## src/rtl/render_lock_arbiter_pkg.sv

```systemverilog
// Shared types, mode constants and helpers for the render lock arbiter.
package render_arb_pkg;

  localparam int ARB_MODE_FIXED = 0;
  localparam int ARB_MODE_RR    = 1;

  // Widest supported requester vector; onehot_to_idx is sized for it.
  localparam int ARB_MAX_N = 32;

  typedef enum logic {
    IDLE  = 1'b0,
    OWNED = 1'b1
  } arb_state_t;

  // Binary index of the set bit in a one-hot vector (0 for an all-zero vector).
  function automatic logic [4:0] onehot_to_idx(input logic [ARB_MAX_N-1:0] oh);
    logic [4:0] idx;
    idx = '0;
    for (int unsigned i = 0; i < ARB_MAX_N; i++) begin
      if (oh[i]) idx = 5'(i);
    end
    return idx;
  endfunction

endpackage

```

## src/rtl/render_lock_arbiter_if.sv

```systemverilog
// Request/grant bundle between render units (master) and the arbiter (slave).
interface render_lock_arbiter_if #(
  parameter int N = 6
);
  localparam int IDW = (N > 1) ? $clog2(N) : 1;

  logic [N-1:0]   req;
  logic [N-1:0]   done;
  logic [N-1:0]   gnt;
  logic           gnt_valid;
  logic [IDW-1:0] gnt_idx;
  logic           timeout;

  modport master (
    output req,
    output done,
    input  gnt,
    input  gnt_valid,
    input  gnt_idx,
    input  timeout
  );

  modport slave (
    input  req,
    input  done,
    output gnt,
    output gnt_valid,
    output gnt_idx,
    output timeout
  );

endinterface

```

## src/rtl/render_lock_arbiter_picker.sv

```systemverilog
// Combinational rotating MSB-first picker: scans downward from 'start',
// wrapping from 0 to N-1, and returns the first set bit as a one-hot vector.
module rotating_msb_picker #(
  parameter int N   = 6,
  parameter int IDW = (N > 1) ? $clog2(N) : 1
) (
  input  logic [N-1:0]   vec,
  input  logic [IDW-1:0] start,
  output logic [N-1:0]   win,
  output logic           found
);

  logic [IDW-1:0] pos;

  // Walk start, start-1, ..., 0, N-1, ..., start+1 and keep the first hit.
  always_comb begin
    win   = '0;
    found = 1'b0;
    pos   = '0;
    for (int unsigned i = 0; i < N; i++) begin
      pos = IDW'((int'(start) + N - int'(i)) % N);
      if (!found && vec[pos]) begin
        win[pos] = 1'b1;
        found    = 1'b1;
      end
    end
  end

endmodule

```

## src/rtl/render_lock_arbiter.sv

```systemverilog
// Lockable N-way arbiter for shared render resources. A registered grant is
// held until the owner signals done, drops its request, or the hold limit is
// reached; selection is fixed MSB-first or round-robin.
module render_lock_arbiter
  import render_arb_pkg::*;
#(
  parameter int N        = 6,
  parameter int MODE     = ARB_MODE_FIXED,
  parameter int HOLD_MAX = 16
) (
  input  logic                  clk,
  input  logic                  rst_n,
  render_lock_arbiter_if.slave  bus
);

  localparam int IDW = (N > 1) ? $clog2(N) : 1;
  localparam int HCW = (HOLD_MAX > 1) ? $clog2(HOLD_MAX) : 1;
  localparam logic [HCW-1:0] HOLD_LAST = HCW'((HOLD_MAX == 0) ? 0 : HOLD_MAX - 1);

  arb_state_t     state_q, state_n;
  logic [HCW-1:0] hold_q, hold_n;
  logic [IDW-1:0] rr_last_q, rr_last_n;

  logic [N-1:0]   gnt_n;
  logic           valid_n;
  logic [IDW-1:0] idx_n;
  logic           timeout_n;

  logic           own_req;
  logic           own_done;
  logic           hold_hit;
  logic           rel;
  logic [N-1:0]   elig;
  logic [N-1:0]   win;
  logic           found;
  logic [IDW-1:0] start;

  // Owner status, release decision and the search origin for the picker.
  always_comb begin
    own_req  = |(bus.req & bus.gnt);
    own_done = |(bus.done & bus.gnt);
    hold_hit = (HOLD_MAX != 0) && (hold_q == HOLD_LAST);
    rel      = (state_q == OWNED) && (!own_req || own_done || hold_hit);
    // Masking the current owner stops it re-winning at its own release.
    elig     = bus.req & ~bus.gnt;
    if (MODE == ARB_MODE_FIXED) begin
      start = IDW'(N - 1);
    end else if (rr_last_q == '0) begin
      start = IDW'(N - 1);
    end else begin
      start = rr_last_q - IDW'(1);
    end
  end

  rotating_msb_picker #(
    .N   (N),
    .IDW (IDW)
  ) u_picker (
    .vec   (elig),
    .start (start),
    .win   (win),
    .found (found)
  );

  // Next-state, hold counter and next registered outputs.
  always_comb begin
    state_n   = state_q;
    hold_n    = hold_q;
    rr_last_n = rr_last_q;
    gnt_n     = bus.gnt;
    valid_n   = bus.gnt_valid;
    idx_n     = bus.gnt_idx;
    timeout_n = 1'b0;

    case (state_q)
      IDLE: begin
        if (found) begin
          state_n   = OWNED;
          gnt_n     = win;
          valid_n   = 1'b1;
          idx_n     = IDW'(onehot_to_idx(ARB_MAX_N'(win)));
          hold_n    = '0;
          rr_last_n = IDW'(onehot_to_idx(ARB_MAX_N'(win)));
        end
      end
      OWNED: begin
        if (rel) begin
          // Only a pure hold-limit expiry is reported as a timeout.
          timeout_n = hold_hit && own_req && !own_done;
          hold_n    = '0;
          if (found) begin
            state_n   = OWNED;
            gnt_n     = win;
            valid_n   = 1'b1;
            idx_n     = IDW'(onehot_to_idx(ARB_MAX_N'(win)));
            rr_last_n = IDW'(onehot_to_idx(ARB_MAX_N'(win)));
          end else begin
            state_n = IDLE;
            gnt_n   = '0;
            valid_n = 1'b0;
            idx_n   = '0;
          end
        end else if ((HOLD_MAX != 0) && (hold_q != HOLD_LAST)) begin
          hold_n = hold_q + HCW'(1);
        end
      end
      default: begin
        state_n = IDLE;
        gnt_n   = '0;
        valid_n = 1'b0;
        idx_n   = '0;
        hold_n  = '0;
      end
    endcase
  end

  // State, counters and output registers with asynchronous clear.
  always_ff @(posedge clk or negedge rst_n) begin
    if (!rst_n) begin
      state_q       <= IDLE;
      hold_q        <= '0;
      rr_last_q     <= '0;
      bus.gnt       <= '0;
      bus.gnt_valid <= 1'b0;
      bus.gnt_idx   <= '0;
      bus.timeout   <= 1'b0;
    end else begin
      state_q       <= state_n;
      hold_q        <= hold_n;
      rr_last_q     <= rr_last_n;
      bus.gnt       <= gnt_n;
      bus.gnt_valid <= valid_n;
      bus.gnt_idx   <= idx_n;
      bus.timeout   <= timeout_n;
    end
  end

endmodule

```

## src/flat_wrapper.sv

```systemverilog
// flat-port wrapper written by rule: the top's interface ports become plain ports
module render_lock_arbiter_flat import render_arb_pkg::*;
#(
  parameter int N        = 6,
  parameter int MODE     = ARB_MODE_FIXED,
  parameter int HOLD_MAX = 16
)
  (clk, rst_n, bus_req, bus_done, bus_gnt, bus_gnt_valid, bus_gnt_idx, bus_timeout);
  render_lock_arbiter_if #(.N(N)) bus_i ();
  input  logic clk;
  input  logic rst_n;
  input wire logic [$bits(bus_i.req)-1:0] bus_req;
  input wire logic [$bits(bus_i.done)-1:0] bus_done;
  output wire logic [$bits(bus_i.gnt)-1:0] bus_gnt;
  output wire logic [$bits(bus_i.gnt_valid)-1:0] bus_gnt_valid;
  output wire logic [$bits(bus_i.gnt_idx)-1:0] bus_gnt_idx;
  output wire logic [$bits(bus_i.timeout)-1:0] bus_timeout;
  assign bus_i.req = bus_req;
  assign bus_i.done = bus_done;
  assign bus_gnt = bus_i.gnt;
  assign bus_gnt_valid = bus_i.gnt_valid;
  assign bus_gnt_idx = bus_i.gnt_idx;
  assign bus_timeout = bus_i.timeout;
  render_lock_arbiter #(.N(N), .MODE(MODE), .HOLD_MAX(HOLD_MAX)) u_core (.clk(clk), .rst_n(rst_n), .bus(bus_i));
endmodule
```

## config.mk

```make
export PLATFORM = sky130hd
export DESIGN_NAME = render_lock_arbiter_flat
export DESIGN_NICKNAME = d
export VERILOG_FILES = /design/src/rtl/render_lock_arbiter_pkg.sv /design/src/rtl/render_lock_arbiter_if.sv /design/src/rtl/render_lock_arbiter_picker.sv /design/src/rtl/render_lock_arbiter.sv /design/src/flat_wrapper.sv
export SDC_FILE = /design/constraint.sdc
export NUM_CORES = 1
export LEC_CHECK = 0
export BUFFER_PORTS_ARGS = -buffer_cell sky130_fd_sc_hd__buf_2
export CAP_MARGIN = 20
export CORE_MARGIN = 5
export CORE_UTILIZATION = 46
export CTS_BUF_LIST = sky130_fd_sc_hd__clkbuf_4
export CTS_CLUSTER_SIZE = 28
export DETAILED_ROUTE_END_ITERATION = 10
export GPL_TIMING_DRIVEN = 0
export PLACE_DENSITY = 0.76
export SLEW_MARGIN = 30
export SYNTH_ARGS = -nofsm -noshare
export SYNTH_HDL_FRONTEND = slang
export SYNTH_SLANG_ARGS = --single-unit
```

## constraint.sdc

```tcl
create_clock -name clk -period 1.47 [get_ports clk]
set_input_delay 0.294 -clock clk [delete_from_list [all_inputs] [get_ports clk]]
set_output_delay 0.294 -clock clk [all_outputs]
set_load 0.03 [all_outputs]
```

==> out/metrics.cfg, run 1 <==
[outcome]
status=complete, but fails checks
violations=negative setup slack

[synthesis]
syn_inst=74
syn_avg_cell_area_um2=10.9
synth_ff_type=dfrtp_1
ys_top_cells_by_area=dfrtp_1 (50%), a22o_1 (7.6%), a22oi_1 (3.7%)
synth_top_family_by_area=compound AO/OA/AOI/OAI gates
yosys.area_share.simple=0.223
ys_top_cells_by_count=dfrtp_1 (16), a22o_1 (7), nand2_1 (5), nor2_1 (5)
synth_top_area_frac=0.496
synthArstFlopShare=1.00
synth.distinct_cells=28
synth_largest_area_cell=dfrtp_1
synthMuxAreaShare=0.0124
synth-compound-area-share=0.223
yosysSeqAreaShare=0.496
synth_edf_count=0
syn_area_um2=807
synth_fa_ha_area_frac=0.0155
synth_nets=89
synthXorXnorAreaFrac=0.0109
synth-seq-cells=16
yosysMostFrequentCell=dfrtp_1
yosys_warnings=0

[placement]
gp_congestion=0.813
dp_slack_ns=-0.159
portBuffers=24
dp_hpwl_mm=1.37

[power]
p_comb_frac=0.558
leakagePower_nw=0.522
power_density_nw_per_um2=2030
power_frac_clock=0.122
peakVddDrop_v=0.000986
power_frac_seq=0.319
p_sw_mw=0.968
intPower_mw=1.20
switching_share=0.446

[floorplan]
die_w_um=51.9
ios=25
dieArea_um2=2690
start_util=0.478
core_area_um2=1690
die_h_um=51.9
fp-row-count=15

[sta]
setup_viol=13
skew_ns=0.00938
timing.final.ws_setup_ns=-0.139
fin_setup_tns_ns=-1.15
slew_violations=0
rsz0062_at_grt=yes
slew_headroom=0.772
max_freq_mhz=622
period_share=1.09
finalHoldViolations=0
tightest_slew_ns=0.342
post-route-min-period_ns=1.61

[routing]
drtIter0Drc=12
vias=719
totalWireLength_mm=1.89
routedWlPerCell_um=15.3
route.detailed.drc=0
firstDrtPassIters=4
ant_nets=0
vias_per_cell=5.85

[cts]
cts_buffers=3
clock-sinks=16
clock_latency_ns=0.29
cts.root.buffer_cell=clkbuf_4
cts_tree=yes
htree_levels=1
path_clk_slew_ns=0.10
cts_max_path_buffers=2

[worst_setup_path]
crit_required_ns=1.66
cp.arrival_ns=1.79
cpMaxStageDelayCell=dfrtp_2
slowest_delay_ns=0.43
crit_type=reg -> reg
path_cells=a222oi_1 -> nand4_1 -> nand3b_4 -> and2_4 -> a32o_1
cp-end-kind=flop
path_max_fanout=3
cpLargestDelayFamily=compound AO/OA/AOI/OAI gates
critical_path.startpoint_type=flop
cp_num_buf_inv=0

[global_routing]
grt_overflow_total=0
grt_use_total=0.167
grt_max_degree=17
grt_pass1_wl_mm=3.41
grt_pass1_vias=763
antenna_found_initial=0

[finish]
multiInputGateArea_um2=439
syn_to_final_growth_pct=32.6
n_fill_cell=151
diodes=0
nets=122
final_layout_size_suffix_gt1_frac=0.443
regArea_um2=405

[hold_path]
hold_class=in -> reg

[job]
max-cap-violations=0

## layout by cell type (no fill, tap or decap), drive strengths merged
cell type    count
o21ai            3
nor2b            4
buf             28
nor3b            1
nand4b           1
a32o             2
nor3             1
mux2i            1
nor2             5
a21oi            2
a22oi            4
nand3b           1
ha               1
dfrtp           16
and2b            1
nand4            1
a21o             1
and2             1
nand2b           4
o2bb2ai          3
a222oi           1
inv              1
xnor2            1
a22o             7
nand2            6
clkbuf           4
nand3            4
dlygate4sd3      1
## kinds of logic (layout without fill, tap and decap cells)
family	count (synthesis)	count (layout)
xor+xnor	1	1
compound gates	23	23
simple gates	30	30
buf+inv	2	34
mux	1	1
flops	16	16
fa+ha+maj	1	1
## final timing paths
kind	startpoint	to	slack [ns]	cells past startpoint
hold reg to reg	u_core.bus.gnt_idx[2]$_DFFE_PN0P_	u_core.bus.gnt_idx[2]$_DFFE_PN0P_	0.49	1
setup / recovery	u_core.bus.gnt[2]$_DFFE_PN0P_	u_core.bus.gnt[1]$_DFFE_PN0P_	-0.14	5
setup reg to reg	u_core.bus.gnt[2]$_DFFE_PN0P_	u_core.bus.gnt[1]$_DFFE_PN0P_	-0.14	5
hold / removal	bus_req[5]	u_core.bus.gnt[5]$_DFFE_PN0P_	0.34	3
max in group asynchronous	rst_n	u_core.bus.gnt[5]$_DFFE_PN0P_	0.77	2
min in group asynchronous	rst_n	u_core.bus.gnt_idx[1]$_DFFE_PN0P_	0.43	2
## stage by stage
step	instances	total power, mW	instance area [um2]	hold slack [ns]	util
2_1_floorplan	74	1.48	817	-0.00159	-
3_3_place_gp	115	1.74	958	0.222	0.567
3_5_place_dp	115	1.75	958	0.224	0.567
4_1_cts	123	2.10	1040	0.332	0.616
5_1_grt	123	2.31	1070	0.348	0.633
6_report	123	2.17	1070	0.338	0.633
## routing by layer
layer	wire length, um	GRT usage	up-vias
li1	-	-	342
met1	871	0.212	359
met2	935	0.285	14
met3	58	0.0258	4
met4	19	0.0611	0
met5	0	0	-
## flip-flops by register name, summed over array words and instances (netlist names)
| name | count |
|---|---|
| u_core.hold_q | 4 |
| u_core.bus.gnt_idx | 3 |
| u_core.bus.gnt_valid | 1 |
| u_core.state_q | 1 |
| u_core.bus.gnt | 6 |
| u_core.bus.timeout | 1 |
## tightest hold or removal path, cell delays in order
cell and delay, ns:
buf_2 0.12, nand2_1 0.10, o2bb2ai_1 0.08
## area by class of cell
class / count / share of cell area
Sequential cell: 16 / 0.379
Timing Repair Buffer: 28 / 0.149
Buffer: 1 / 0.0105
Tap cell: 17 / 0.0199
Multi-Input combinational cell: 56 / 0.411
Inverter: 1 / 0.00351
Clock buffer: 4 / 0.0281
## timing repair
action | 4_1_cts | 5_1_grt
hold endpoints to repair | 16 | 0
pin swaps | 1 | 4
setup endpoints to repair | 14 | 15
gates resized for setup | 4 | 9
setup buffers | 3 | 0
hold buffers | 1 | 0
## power groups by stage
stage / Combinational (mW) / Clock [mW] / Sequential (mW)
floorplan: 0.586 / 0 / 0.897
CTS: 1.14 / 0.265 / 0.690
detailed placement: 1.05 / 0 / 0.704
global route: 1.30 / 0.292 / 0.721
global placement: 1.04 / 0 / 0.700
finish: 1.21 / 0.265 / 0.693
Power figures use the tool's default switching activity.
==> run 2: changes to the inputs <==
- CORE_UTILIZATION: 46 -> 51
- PLACE_DENSITY: 0.76 -> 0.78
- clock period: 1.47 -> 1.7 ns (I/O delays scaled with it)
==> run 2 against run 1 <==
- the run now ends clean
- non-clock buffer count is 3 lower
- clock power is 19% lower
- die area is 7.9% lower
- critical path depth stayed put
- via count is 0.83% lower
- fmax is 3.0% lower
- wire length is 1.0% higher
- total power is 19% lower
- sequential power is 14% lower
- critical path type unchanged
==> out/metrics.cfg, run 2 (synthesis gave the netlist of run 1 again) <==
[sta]
slew_violations=0
finalHoldViolations=0
rsz0062_at_grt=no
setup_viol=0
fin_setup_tns_ns=0
max_freq_mhz=603
skew_ns=0.00520
post-route-min-period_ns=1.66
slew_headroom=0.763
tightest_slew_ns=0.355
period_share=0.976

[worst_setup_path]
cp-end-kind=flop
path_max_fanout=6
crit_required_ns=1.89
cp.arrival_ns=1.85
crit_type=reg -> reg
critical_path.startpoint_type=flop

[global_routing]
grt_overflow_total=0
grt_use_total=0.175
grt_pass1_vias=777
grt_pass1_wl_mm=3.42
grt_max_degree=17
antenna_found_initial=0

[floorplan]
start_util=0.536
die_w_um=49.8
ios=25
fp-row-count=14
dieArea_um2=2480
core_area_um2=1510
die_h_um=49.8

[routing]
vias_per_cell=5.99
drtIter0Drc=26
firstDrtPassIters=4
routedWlPerCell_um=16.0
wl_met1_um=841
wl_met2_um=956
totalWireLength_mm=1.90
wl_met3_um=82
ant_nets=0
vias=713
highest_layer=met4
route.detailed.drc=0

[cts]
htree_levels=1
cts_tree=yes
cts_buffers=3
postCtsSetupRepairBufs=0
clock_latency_ns=0.30
clock-sinks=16
cts_max_path_buffers=2
cts.root.buffer_cell=clkbuf_4
path_clk_slew_ns=0.10

[power]
peakVddDrop_v=0.000934
leakagePower_nw=0.500
power_density_nw_per_um2=1750

[finish]
reg_top3=u_core.bus.gnt x6, u_core.hold_q x4, u_core.bus.gnt_idx x3
syn_to_final_growth_pct=24.5
nets=119
diodes=0
largest_reg_flops=6
layout.cells.most_common_list=buf_2 (24), dfrtp_1 (16), a22o_1 (7), nand2_1 (5), nor2_1 (5)
final_layout_size_suffix_gt1_frac=0.340
mostFrequentLayoutCell=buf_2
largest_register=u_core.bus.gnt
stdcell_area_um2=1000
n_fill_cell=132

[hold_path]
hold_class=in -> reg

[placement]
portBuffers=24
dp_hpwl_mm=1.42
placed_area_um2=947
gp_congestion=0.801

[job]
max-cap-violations=0

[outcome]
status=finished clean

==> run 2: cell types whose count changed in the layout (fill, tap and decap cells not counted), sizes merged <==
cell and delta:
buf -3, clkinv +1, clkbuf -1
==> run 2: per-layer routing <==
metal,up-vias,GRT usage
li1,340,-
met1,352,0.223
met2,19,0.290
met3,2,0.0422
met4,0,0.0524
met5,-,0
==> run 2: timing repair <==
action	in CTS	in global routing
gates resized for setup	0	5
endpoints found under the setup margin	0	10
endpoints found under the hold margin	16	0
hold buffers	1	0
==> run 2: final timing paths <==
kind	end	depth (start not counted)	from	slack, ns
setup reg to reg	u_core.bus.gnt[1]$_DFFE_PN0P_	5	u_core.bus.gnt[2]$_DFFE_PN0P_	0.04
hold / removal	u_core.bus.gnt[5]$_DFFE_PN0P_	3	bus_req[5]	0.38
setup / recovery	u_core.bus.gnt[1]$_DFFE_PN0P_	5	u_core.bus.gnt[2]$_DFFE_PN0P_	0.04
hold reg to reg	u_core.bus.gnt_idx[1]$_DFFE_PN0P_	1	u_core.bus.gnt_idx[1]$_DFFE_PN0P_	0.49
max in group asynchronous	u_core.bus.gnt[5]$_DFFE_PN0P_	2	rst_n	0.96
min in group asynchronous	u_core.bus.gnt[3]$_DFFE_PN0P_	2	rst_n	0.47
==> run 2: critical path: stages (launching register included) <==
cell,delay [ns]
dfrtp_1,0.43
a222oi_1,0.36
nand4_1,0.16
nand3b_4,0.18
and2_4,0.17
a32o_1,0.25
==> run 2: layout make-up <==
cell class              instances  area (um2)  area share
flip-flops and latches         16         400       0.399
inverters                       1        3.75     0.00374
plain buffers                   1        11.3      0.0112
repair buffers                 25         130       0.130
clock buffers                   3        22.5      0.0224
clock inverters                 1        3.75     0.00374
multi-input cells              56         413       0.411
well taps                      16        20.0      0.0199
==> run 2: metrics by stage <==
step	util	instances	setup WS (ns)	hold slack, ns	power (mW)
finish	0.667	119	0.0412	0.376	1.76
global route	0.667	119	0.000719	0.382	1.88
CTS	0.653	119	0.0537	0.368	1.72
detailed placement	0.629	114	0.00261	0.276	1.50
global placement	0.629	114	0.0174	0.272	1.49
floorplan	-	74	0.0412	0.0444	1.26
==> run 2: where the power goes <==
part	leakage (nW)	internal [mW]	switching [mW]
clock	0.0154	0.0856	0.129
sequential	0.204	0.492	0.101
combinational	0.281	0.369	0.580
total	0.500	0.946	0.810
